==> src/rtl/run_control_unit.sv <==
// Run controller for a small core: holds the core in reset, lets it run until
// halt, timeout or abort, then freezes it and reports how the run ended.
module run_control_unit #(
  parameter int unsigned CNT_W    = 16,
  parameter int unsigned PC_W     = 16,
  parameter int unsigned RST_HOLD = 4
) (
  input  logic             clk,
  input  logic             rst,
  input  logic             start,
  input  logic             abort,
  input  logic             halt,
  input  logic [CNT_W-1:0] timeout_cycles,
  input  logic [PC_W-1:0]  core_pc,
  output logic             core_rst_n,
  output logic             run_en,
  output logic             busy,
  output logic             done,
  output logic             halted,
  output logic             timed_out,
  output logic [CNT_W-1:0] cycle_count,
  output logic [PC_W-1:0]  last_pc
);

  typedef enum logic [1:0] {
    S_IDLE,
    S_RESET,
    S_RUN,
    S_DONE
  } state_t;

  state_t           state_q, state_d;
  logic [7:0]       hold_q, hold_d;
  logic [CNT_W-1:0] tmo_q, tmo_d;
  logic [CNT_W-1:0] cnt_q, cnt_d;
  logic [PC_W-1:0]  pc_q, pc_d;
  logic             halted_q, halted_d;
  logic             to_q, to_d;
  logic             done_q, done_d;
  logic             rstn_q, rstn_d;
  logic             run_en_q, run_en_d;
  logic             busy_q, busy_d;

  logic [CNT_W-1:0] cnt_inc;
  logic             tmo_hit;

  assign cnt_inc = (cnt_q == '1) ? cnt_q : cnt_q + CNT_W'(1);
  assign tmo_hit = (tmo_q != '0) && (cnt_q == tmo_q - CNT_W'(1));

  always_comb begin
    state_d  = state_q;
    hold_d   = hold_q;
    tmo_d    = tmo_q;
    cnt_d    = cnt_q;
    pc_d     = pc_q;
    halted_d = halted_q;
    to_d     = to_q;
    done_d   = 1'b0;

    // Abort wins over everything; in IDLE it simply suppresses a start.
    if (abort) begin
      state_d = S_IDLE;
    end else begin
      case (state_q)
        S_IDLE, S_DONE: begin
          if (start) begin
            state_d  = S_RESET;
            hold_d   = '0;
            tmo_d    = timeout_cycles;
            cnt_d    = '0;
            halted_d = 1'b0;
            to_d     = 1'b0;
          end
        end
        S_RESET: begin
          if (hold_q == 8'(RST_HOLD - 1)) begin
            state_d = S_RUN;
          end else begin
            hold_d = hold_q + 8'd1;
          end
        end
        S_RUN: begin
          if (halt) begin
            state_d  = S_DONE;
            halted_d = 1'b1;
            cnt_d    = cnt_inc;
            pc_d     = core_pc;
            done_d   = 1'b1;
          end else if (tmo_hit) begin
            state_d = S_DONE;
            to_d    = 1'b1;
            cnt_d   = tmo_q;
            pc_d    = core_pc;
            done_d  = 1'b1;
          end else begin
            cnt_d = cnt_inc;
          end
        end
        default: state_d = S_IDLE;
      endcase
    end

    // Output registers follow the next state so they line up with it.
    rstn_d   = (state_d == S_RUN) || (state_d == S_DONE);
    run_en_d = (state_d == S_RUN);
    busy_d   = (state_d == S_RESET) || (state_d == S_RUN);
  end

  always_ff @(posedge clk or posedge rst) begin
    if (rst) begin
      state_q  <= S_IDLE;
      hold_q   <= '0;
      tmo_q    <= '0;
      cnt_q    <= '0;
      pc_q     <= '0;
      halted_q <= 1'b0;
      to_q     <= 1'b0;
      done_q   <= 1'b0;
      rstn_q   <= 1'b0;
      run_en_q <= 1'b0;
      busy_q   <= 1'b0;
    end else begin
      state_q  <= state_d;
      hold_q   <= hold_d;
      tmo_q    <= tmo_d;
      cnt_q    <= cnt_d;
      pc_q     <= pc_d;
      halted_q <= halted_d;
      to_q     <= to_d;
      done_q   <= done_d;
      rstn_q   <= rstn_d;
      run_en_q <= run_en_d;
      busy_q   <= busy_d;
    end
  end

  assign core_rst_n  = rstn_q;
  assign run_en      = run_en_q;
  assign busy        = busy_q;
  assign done        = done_q;
  assign halted      = halted_q;
  assign timed_out   = to_q;
  assign cycle_count = cnt_q;
  assign last_pc     = pc_q;

endmodule

==> config.mk <==
export PLATFORM = sky130hd
export DESIGN_NAME = run_control_unit
export DESIGN_NICKNAME = d
export VERILOG_FILES = /design/src/rtl/run_control_unit.sv
export SDC_FILE = /design/constraint.sdc
export NUM_CORES = 1
export LEC_CHECK = 0
export BUFFER_PORTS_ARGS = -buffer_cell sky130_fd_sc_hd__buf_2
export CORE_AREA = 3 3 91 93
export CTS_CLUSTER_DIAMETER = 150
export DETAILED_ROUTE_END_ITERATION = 6
export DIE_AREA = 0 0 94 96
export PLACE_DENSITY = 0.72
export SETUP_SLACK_MARGIN = 0.15
export SLEW_MARGIN = 40
export SYNTH_ARGS = -nofsm -noshare
export SYNTH_HDL_FRONTEND = slang
export SYNTH_SLANG_ARGS = --single-unit
==> constraint.sdc <==
create_clock -name clk -period 4.3 [get_ports clk]
set_input_delay 0.86 -clock clk [delete_from_list [all_inputs] [get_ports clk]]
set_output_delay 0.86 -clock clk [all_outputs]
set_load 0.01 [all_outputs]
==> results.toml, run 1 <==
[run_status]
status = "completed"

[worst_setup_path]
crit_type = "register to register"
endpoint_kind = "register"
required_ps = 4530
r2r-start = "tmo_q[0]"
reg2reg_to = "last_pc[1]"
reg2reg_depth = 9
ff2ff_setup_slack_ps = 840
critPathLaunchType = "register"
cp.arrival_ps = 3700
cp_max_fo = 17

[sta]
fin_crit_sh_pct = 80.6
fin_crit_ps = 3460
fin_tns_setup_ps = 0
skew_ps = 14.2
worst_pin_slew_ps = 641
fmax_mhz = 289
hold_viol_final = 0
rsz0062_at_grt = "no"
setup_viol = 0
drv_slew = 0
maxSlewHeadroom_pct = 57.3

[detailed_routing]
wl_per_cell_microns = 16.0
totalWireLength_mm = 8.96
ant_nets = 0
viasPerCell = 5.70
drt_iter0_markers = 296
drc = 0
num_vias = 3191
dr.pass1.iters = 5

[place]
gp_congestion = 0.934
portBuffers = 74
place_inst = 544
place_hpwl_mm = 6.57

[run]
maxCapViolCount = 0

[yosys]
synth_top_area_cell = "dfrtp_1"
yosys.area.top_type_share_pct = 42.6
synth_compound_area_share_pct = 10.9
synth-edff-count = 0
synth_fp_nets = 423
synthSimpleGateAreaFrac_pct = 21.4
synth_top_family_by_area = "simple AND/OR/NAND/NOR gates"
synthFlopType = "dfrtp_1"
synth_xor_area_share_pct = 5.56
async_reset_ff_share_pct = 100
synth.avg_cell_area_sq_um = 9.96
syn_inst = 377
synth.distinct_cells = 57
synth_adder_area_share_pct = 3.00
ys_warn_count = 0
netlist_area_sq_mm = 0.00376
seq_area_frac_synth_pct = 42.6
ys_seq_elements = 64
synth_area_leaders = "dfrtp_1, mux2_2, mux2_1, nand2_1, nor2_1"
muxShareOfSynthArea_pct = 13.4

[die]
fp.dieArea_sq_mm = 0.00902
row_count = 32
start_util_pct = 49.4
die_w_microns = 94
coreArea_sq_mm = 0.00761
io_pins = 75
fp.dieH_microns = 96

[power]
max-vdd-ir-drop_mv = 0.297
p_per_area_mw_per_mm2 = 463
p_leak_nw = 2.12

[clocking]
ctsHoldBuffers = 0
h-tree-depth = 3
cts_buffer_depth = 2
clock_latency_ps = 350
cts-buffers-inserted = 9
clkSlewWorstSetupHoldPaths_ps = 80
cts-root-buf = "clkbuf_8"
cts-resized-gates = 0
cts.sinks = 64
cts_tree = "yes"
cts_setup_buffers = 0

[worst_hold_path]
hp-start = "last_pc[15]"
worstHoldPathType = "register to register"
min_to = "last_pc[15]"
hold_path_depth = 1

[layout]
final_util_pct = 58.6
areaGrowthSynthToFinish_pct = 18.6
n_antenna_cell = 0
final_common_cell = "buf_2"
mostFrequentLayoutCells = "buf_2, dfrtp_1, nand2_1"
layout-drive-gt1-share_pct = 28.4
final_cells = 560
fin_nets = 499

[grt]
antenna_found_initial = 0
first_global_vias = 2909
grt_pass1_wl_mm = 14.7
grt_util_all_layers_pct = 20.7
grt_max_degree = 44
overflow = 0
-- flip-flops by register name (all words and copies together), names as in the netlist, 2 cells and up --
register and flops:
cycle_count 16, hold_q 8, last_pc 16, state_q 2, tmo_q 16
-- cells in the mapped netlist (2+ instances only) --
library cell,number
a21oi_1,9
a221o_1,2
a22o_1,5
a31oi_1,4
and3_1,7
buf_4,2
buf_6,2
clkbuf_1,10
dfrtp_1,64
ha_1,9
inv_1,10
mux2_1,16
mux2_2,18
mux2i_1,12
nand2_1,34
nand2b_1,7
nand3_1,15
nand4_1,8
nor2_1,33
nor2b_1,3
nor3_1,11
nor4_1,6
o211a_1,2
o21ai_0,5
o21ai_1,11
o22ai_1,2
o2bb2ai_1,6
or2_2,4
or3_1,6
or4_1,4
or4_4,2
or4b_2,3
xnor2_1,11
xor2_1,11
-- through the flow --
stage               cell area, sq um  setup WS, ps  hold WS [ps]  power (W)
floorplan                       3760          1120           505    0.00129
global placement                4220           980           462    0.00144
detailed placement              4220           857           471    0.00146
CTS                             4450           826           491    0.00207
global route                    4450           503           518    0.00218
finish                          4450           835           487    0.00206
-- final cells by class --
class / count / area, sq um
flip-flops and latches: 64 / 1600
clock buffers: 9 / 124
fillers: 679 / 3150
repair buffers: 80 / 415
well taps: 102 / 128
clock inverters: 7 / 104
inverters: 10 / 40.0
multi-input cells: 288 / 2040
-- critical path, stage by stage (launching register included) --
cell and delay, ps:
dfrtp_1 470, inv_1 110, ha_1 260, or4b_1 490, or2_2 340, o31ai_1 260
nand4_1 210, nor3_1 230, o211a_1 590, mux2_1 390
-- how the worst max path moves through the flow --
stage,startpoint,to,slack (ps),depth (start not counted)
4_1_cts,tmo_q[0],last_pc[1],830,9
2_1_floorplan,tmo_q[0],core_rst_n,1120,13
3_5_place_dp,tmo_q[0],last_pc[1],860,9
5_1_grt,tmo_q[0],last_pc[9],500,10
3_3_place_gp,tmo_q[0],last_pc[10],980,10
6_report,tmo_q[0],last_pc[1],840,9
-- cells by family after synthesis --
family,count (synthesis)
flip-flops,64
AO/OA/AOI/OAI,59
XOR/XNOR,23
multiplexers,46
buffers and inverters,25
AND/OR/NAND/NOR,151
adder cells (fa/ha/maj),9
-- power by group --
group	switching (W)	internal (W)
sequential	0.000180	0.000707
clock	0.000264	0.000333
combinational	0.000306	0.000275
-- per-layer routing --
metal / global-route usage (%) / part of all wire [%] / up-vias
met1: 29.9 / 45 / 1530
met4: 6.74 / 2.1 / 0
met5: 0 / 0 / -
met2: 30.7 / 47 / 115
li1: - / - / 1527
met3: 4.77 / 6.4 / 19
Power figures use the tool's default switching activity.
==> run 2: changes to the inputs <==
- clock period: 4.3 -> 3.4 ns (I/O delays scaled with it)
==> run 2 against run 1 <==
Against the previous run:
- via count increased by 1.2%
- critical path depth increased by 3
- flip-flop and latch count unchanged
- clock skew increased by 1.4 ps
- global-route usage decreased by 0.45 points
- count of clock-buffer cells in the layout increased by 1
- wire length decreased by 0.49%
- total power increased by 34%
- cell area increased by 2.9%
- combinational power increased by 47%
- sequential power increased by 22%
- sequential share of layout area decreased by 1.0 points
==> results.toml, run 2 (same netlist as run 1, synthesis figures left out) <==
[place]
place_hpwl_mm = 6.55
portBuffers = 74
gp_congestion = 0.944
pre_cts_ws_ps = 199

[sta]
finalWorstSetupSlack_ps = 282
fmax_mhz = 321
hold_viol_final = 0
fin_crit_sh_pct = 91.7
setup_viol = 0
drv_slew = 0
rsz0062_at_grt = "no"
whs_ps = 200
fin_tns_setup_ps = 0
maxSlewHeadroom_pct = 68.9
worst_pin_slew_ps = 467
fin_crit_ps = 3120
skew_ps = 15.6

[clocking]
clock_latency_ps = 350
cts_buffer_depth = 2
cts-buffers-inserted = 9
ctsHoldBuffers = 0
clkSlewWorstSetupHoldPaths_ps = 80
cts.sinks = 64
cts-root-buf = "clkbuf_8"
cts_tree = "yes"
h-tree-depth = 3

[power]
finalPower_w = 0.00276
max-vdd-ir-drop_mv = 0.364
p_leak_nw = 2.17
p_per_area_mw_per_mm2 = 602

[die]
start_util_pct = 49.4
io_pins = 75
coreArea_sq_mm = 0.00761
die_w_microns = 94
row_count = 32
fp.dieH_microns = 96
fp.dieArea_sq_mm = 0.00902

[worst_setup_path]
cp_max_fo = 7
slowest_stage = "or4b_4"
required_ps = 3620
r2r-start = "tmo_q[1]"
worst_path_largest_cell_delay_ps = 480
crit_type = "register to register"
ff2ff_setup_slack_ps = 280
cpMostUsedCell = "or2_2"
reg2reg_to = "core_rst_n"
cp.arrival_ps = 3340
worstPathCellList = "inv_1, ha_4, or4b_4, or2_2, nor2_1, nand2_1, a21boi_2, nor3_2, or3_1, a22o_1, ha_1, or2_2"
critPathLaunchType = "register"
endpoint_kind = "register"
reg2reg_depth = 12

[layout]
n_antenna_cell = 0
multiInputGateArea_sq_mm = 0.00207
fin_nets = 508
mostFrequentLayoutCells = "buf_2, dfrtp_1, nand2_1"
areaGrowthSynthToFinish_pct = 22.0
num-fill-cells = 672
layout-drive-gt1-share_pct = 30.6
seq_area_sq_mm = 0.00160
final_common_cell = "buf_2"

[run_status]
status = "completed"

[detailed_routing]
dr.pass1.iters = 4
drc = 0
ant_nets = 0
viasPerCell = 5.67
num_vias = 3228
drt_iter0_markers = 152
totalWireLength_mm = 8.92
wl_per_cell_microns = 15.7

[grt]
grt_pass1_wl_mm = 14.5
overflow = 0
grt_max_degree = 36
first_global_vias = 3061
antenna_found_initial = 0
grt_util_all_layers_pct = 20.3

[worst_hold_path]
worstHoldPathType = "primary input to async pin"

[run]
maxCapViolCount = 0
-- run 2: critical path, delay by kind of cell, from the launching register on --
kind | cells | cell delay [ps]
AOI/OAI and AO/OA | 2 | 380
adders and majority gates | 2 | 370
buffers and inverters | 1 | 120
DFF | 1 | 420
and+or+nand+nor | 7 | 1710
-- run 2: worst max-delay path by stage --
stage | from | end
final | tmo_q[1] | core_rst_n
after global routing | tmo_q[1] | core_rst_n
after CTS | tmo_q[1] | last_pc[9]
after detailed placement | tmo_q[1] | core_rst_n
after global placement | tmo_q[1] | core_rst_n
after floorplan | tmo_q[0] | core_rst_n
-- run 2: area by class of cell --
cell class | instances | area share [%]
sequential | 64 | 34.9
multi-input combinational | 288 | 45.1
clock buffer | 10 | 3.00
tap | 102 | 2.78
inverter | 10 | 0.819
clock inverter | 6 | 2.51
timing repair buffer | 89 | 10.8
-- run 2: timing repair --
action / 4_1_cts / 5_1_grt
resized for setup: 1 / 5
buffers inserted: 0 / 1
setup endpoints to repair: 1 / 17
pin swaps: 0 / 1
-- run 2: through the flow --
step                      cells  instance area [sq um]  util, %
after floorplan             377                   3760        -
after global placement      552                   4290     56.4
after detailed placement    552                   4290     56.4
after CTS                   568                   4550     59.8
after global routing        569                   4580     60.2
final                       569                   4580     60.2
-- run 2: power breakdown --
part           switching (W)  internal, W  leakage [nW]  total, W
clock               0.000316     0.000511         0.123  0.000827
sequential          0.000187     0.000895         0.853   0.00108
combinational       0.000448     0.000402          1.19  0.000850
-- run 2: metal layers --
layer	share of wire, %	global-route usage, %	wire length, microns
met4	1.2	6.50	106
met3	6.9	4.14	615
met2	48	32.3	4240
met1	44	27.8	3960
met5	0	0	0
==> run 3: changes to the inputs <==
--- a/config.mk
+++ b/config.mk
@@ -7,9 +7,9 @@
 export LEC_CHECK = 0
 export BUFFER_PORTS_ARGS = -buffer_cell sky130_fd_sc_hd__buf_2
-export CORE_AREA = 3 3 91 93
+export CORE_AREA = 3 3 87 89
 export CTS_CLUSTER_DIAMETER = 150
 export DETAILED_ROUTE_END_ITERATION = 6
-export DIE_AREA = 0 0 94 96
-export PLACE_DENSITY = 0.72
+export DIE_AREA = 0 0 90 92
+export PLACE_DENSITY = 0.78
 export SETUP_SLACK_MARGIN = 0.15
 export SLEW_MARGIN = 40
==> constraint.sdc (replaced) <==
create_clock -name clk -period 3.4 [get_ports clk]
set_input_delay 0.34 -clock clk [delete_from_list [all_inputs] [get_ports clk]]
set_output_delay 0.34 -clock clk [all_outputs]
set_load 0.01 [all_outputs]
==> run 3 against run 2 <==
Against the previous run:
- maximum frequency barely moved
- worst setup slack improved by 2.6 ps
- clock power fell by 9.4%
- sequential power barely moved
- total power fell by 2.7%
- wire length rose by 4.1%
- via count rose by 3.1%
- sequential share of layout area rose by 0.48 points
- die area fell by 8.2%
- highest routed layer unchanged
- utilization rose by 6.0 points
==> results.toml, run 3 (same netlist as run 1, synthesis figures left out) <==
[clocking]
cts_buffer_depth = 2
h-tree-depth = 3
cts-root-buf = "clkbuf_8"
cts.sinks = 64
clkSlewWorstSetupHoldPaths_ps = 80
cts-buffers-inserted = 9
clock_latency_ps = 350
cts_tree = "yes"

[grt]
first_global_vias = 3080
overflow = 0
grt_util_all_layers_pct = 22.7
antenna_found_initial = 0
grt_max_degree = 45
grt_pass1_wl_mm = 15.1

[place]
place_inst = 543
gp_congestion = 0.989
place_hpwl_mm = 6.65
portBuffers = 74

[worst_setup_path]
crit_type = "register to register"
cpMostUsedCell = "or2_2"
worstPathCellList = "inv_1, ha_4, or4b_4, or2_2, nor2_1, nand2_1, a21boi_2, nor3_2, or3_1, a22o_1, ha_1, or2_2"
worst_path_largest_cell_delay_ps = 470
endpoint_kind = "register"
required_ps = 3630
slowest_stage = "or4b_4"
critPathLaunchType = "register"
cp.arrival_ps = 3350
cp_max_fo = 7

[die]
die_w_microns = 90
coreArea_sq_mm = 0.00683
io_pins = 75
start_util_pct = 55.0
fp.dieArea_sq_mm = 0.00828
fp.dieH_microns = 92
row_count = 30

[sta]
worst_pin_slew_ps = 824
fin_crit_ps = 3120
maxSlewHeadroom_pct = 45.0
setup_viol = 0
rsz0062_at_grt = "no"
fin_crit_sh_pct = 91.6
fin_tns_setup_ps = 0
hold_viol_final = 0
drv_slew = 0
fmax_mhz = 321
whs_ps = 38.5
skew_ps = 9.04

[layout]
final_common_cell = "buf_2"
fin_nets = 504
layout-drive-gt1-share_pct = 30.2
n_antenna_cell = 0
final_util_pct = 66.2
areaGrowthSynthToFinish_pct = 20.5
mostFrequentLayoutCells = "buf_2, dfrtp_1, nand2_1"
final_cells = 559

[detailed_routing]
drc = 0
totalWireLength_mm = 9.29
viasPerCell = 5.95
num_vias = 3328
dr.pass1.iters = 6
ant_nets = 0
drt_iter0_markers = 433
wl_per_cell_microns = 16.6

[power]
p_leak_nw = 2.14
p_per_area_mw_per_mm2 = 593
max-vdd-ir-drop_mv = 0.419

[worst_hold_path]
worstHoldPathType = "primary input to async pin"

[run_status]
status = "completed"

[run]
maxCapViolCount = 0
## run 3: cell types whose count changed in the layout (fill, tap and decap cells not counted), sizes merged
cell,delta
inv,+1
clkbuf,-1
clkinvlp,-1
buf,-4
clkinv,+2
bufinv,-1
## run 3: area by class of cell
type | count | area (sq um)
clock buffers | 9 | 124
clock inverters | 7 | 104
repair buffers | 85 | 465
well taps | 96 | 120
inverters | 10 | 40.0
fillers | 575 | 2310
flip-flops and latches | 64 | 1600
multi-input cells | 288 | 2070
## run 3: worst paths after layout
check | slack, ps | endpoint | cells after the start | from
hold / removal | 40 | last_pc[3] | 2 | rst
setup reg to reg | 280 | core_rst_n | 12 | tmo_q[1]
setup / recovery | 280 | core_rst_n | 12 | tmo_q[1]
max in group asynchronous | 2660 | tmo_q[1] | 3 | rst
hold reg to reg | 480 | last_pc[11] | 1 | last_pc[11]
min in group clk | 200 | last_pc[12] | 2 | core_pc[12]
## run 3: power breakdown
group | switching [W] | internal (W) | leakage, nW
combinational | 0.000442 | 0.000389 | 1.17
sequential | 0.000210 | 0.000895 | 0.852
clock | 0.000327 | 0.000421 | 0.114
## run 3: critical path: cells and delay by family (launching register included)
| family | cells | cell delay (ps) |
|---|---|---|
| buffers and inverters | 1 | 120 |
| flip-flops | 1 | 450 |
| AND/OR/NAND/NOR | 7 | 1700 |
| AO/OA/AOI/OAI | 2 | 380 |
| adder cells (fa/ha/maj) | 2 | 370 |
## run 3: metrics by stage
step | instance area (sq um) | power (W) | setup WS [ps]
floorplan | 3760 | 0.00163 | 221
global placement | 4260 | 0.00187 | 318
detailed placement | 4260 | 0.00190 | 166
CTS | 4500 | 0.00265 | 198
global route | 4520 | 0.00282 | 208
finish | 4520 | 0.00268 | 284
## run 3: timing repair
item	in CTS	in global routing
hold buffers	0	0
pin swaps	0	1
setup endpoints to repair	1	17
setup buffers	0	0
resized for setup	1	6
## run 3: layer usage
layer / vias to the layer above / global-route usage (%) / part of all wire, %
li1: 1539 / - / -
met1: 1595 / 30.3 / 42
met2: 162 / 35.3 / 48
met3: 32 / 6.56 / 7.9
met4: 0 / 8.16 / 2.5
met5: - / 0 / 0
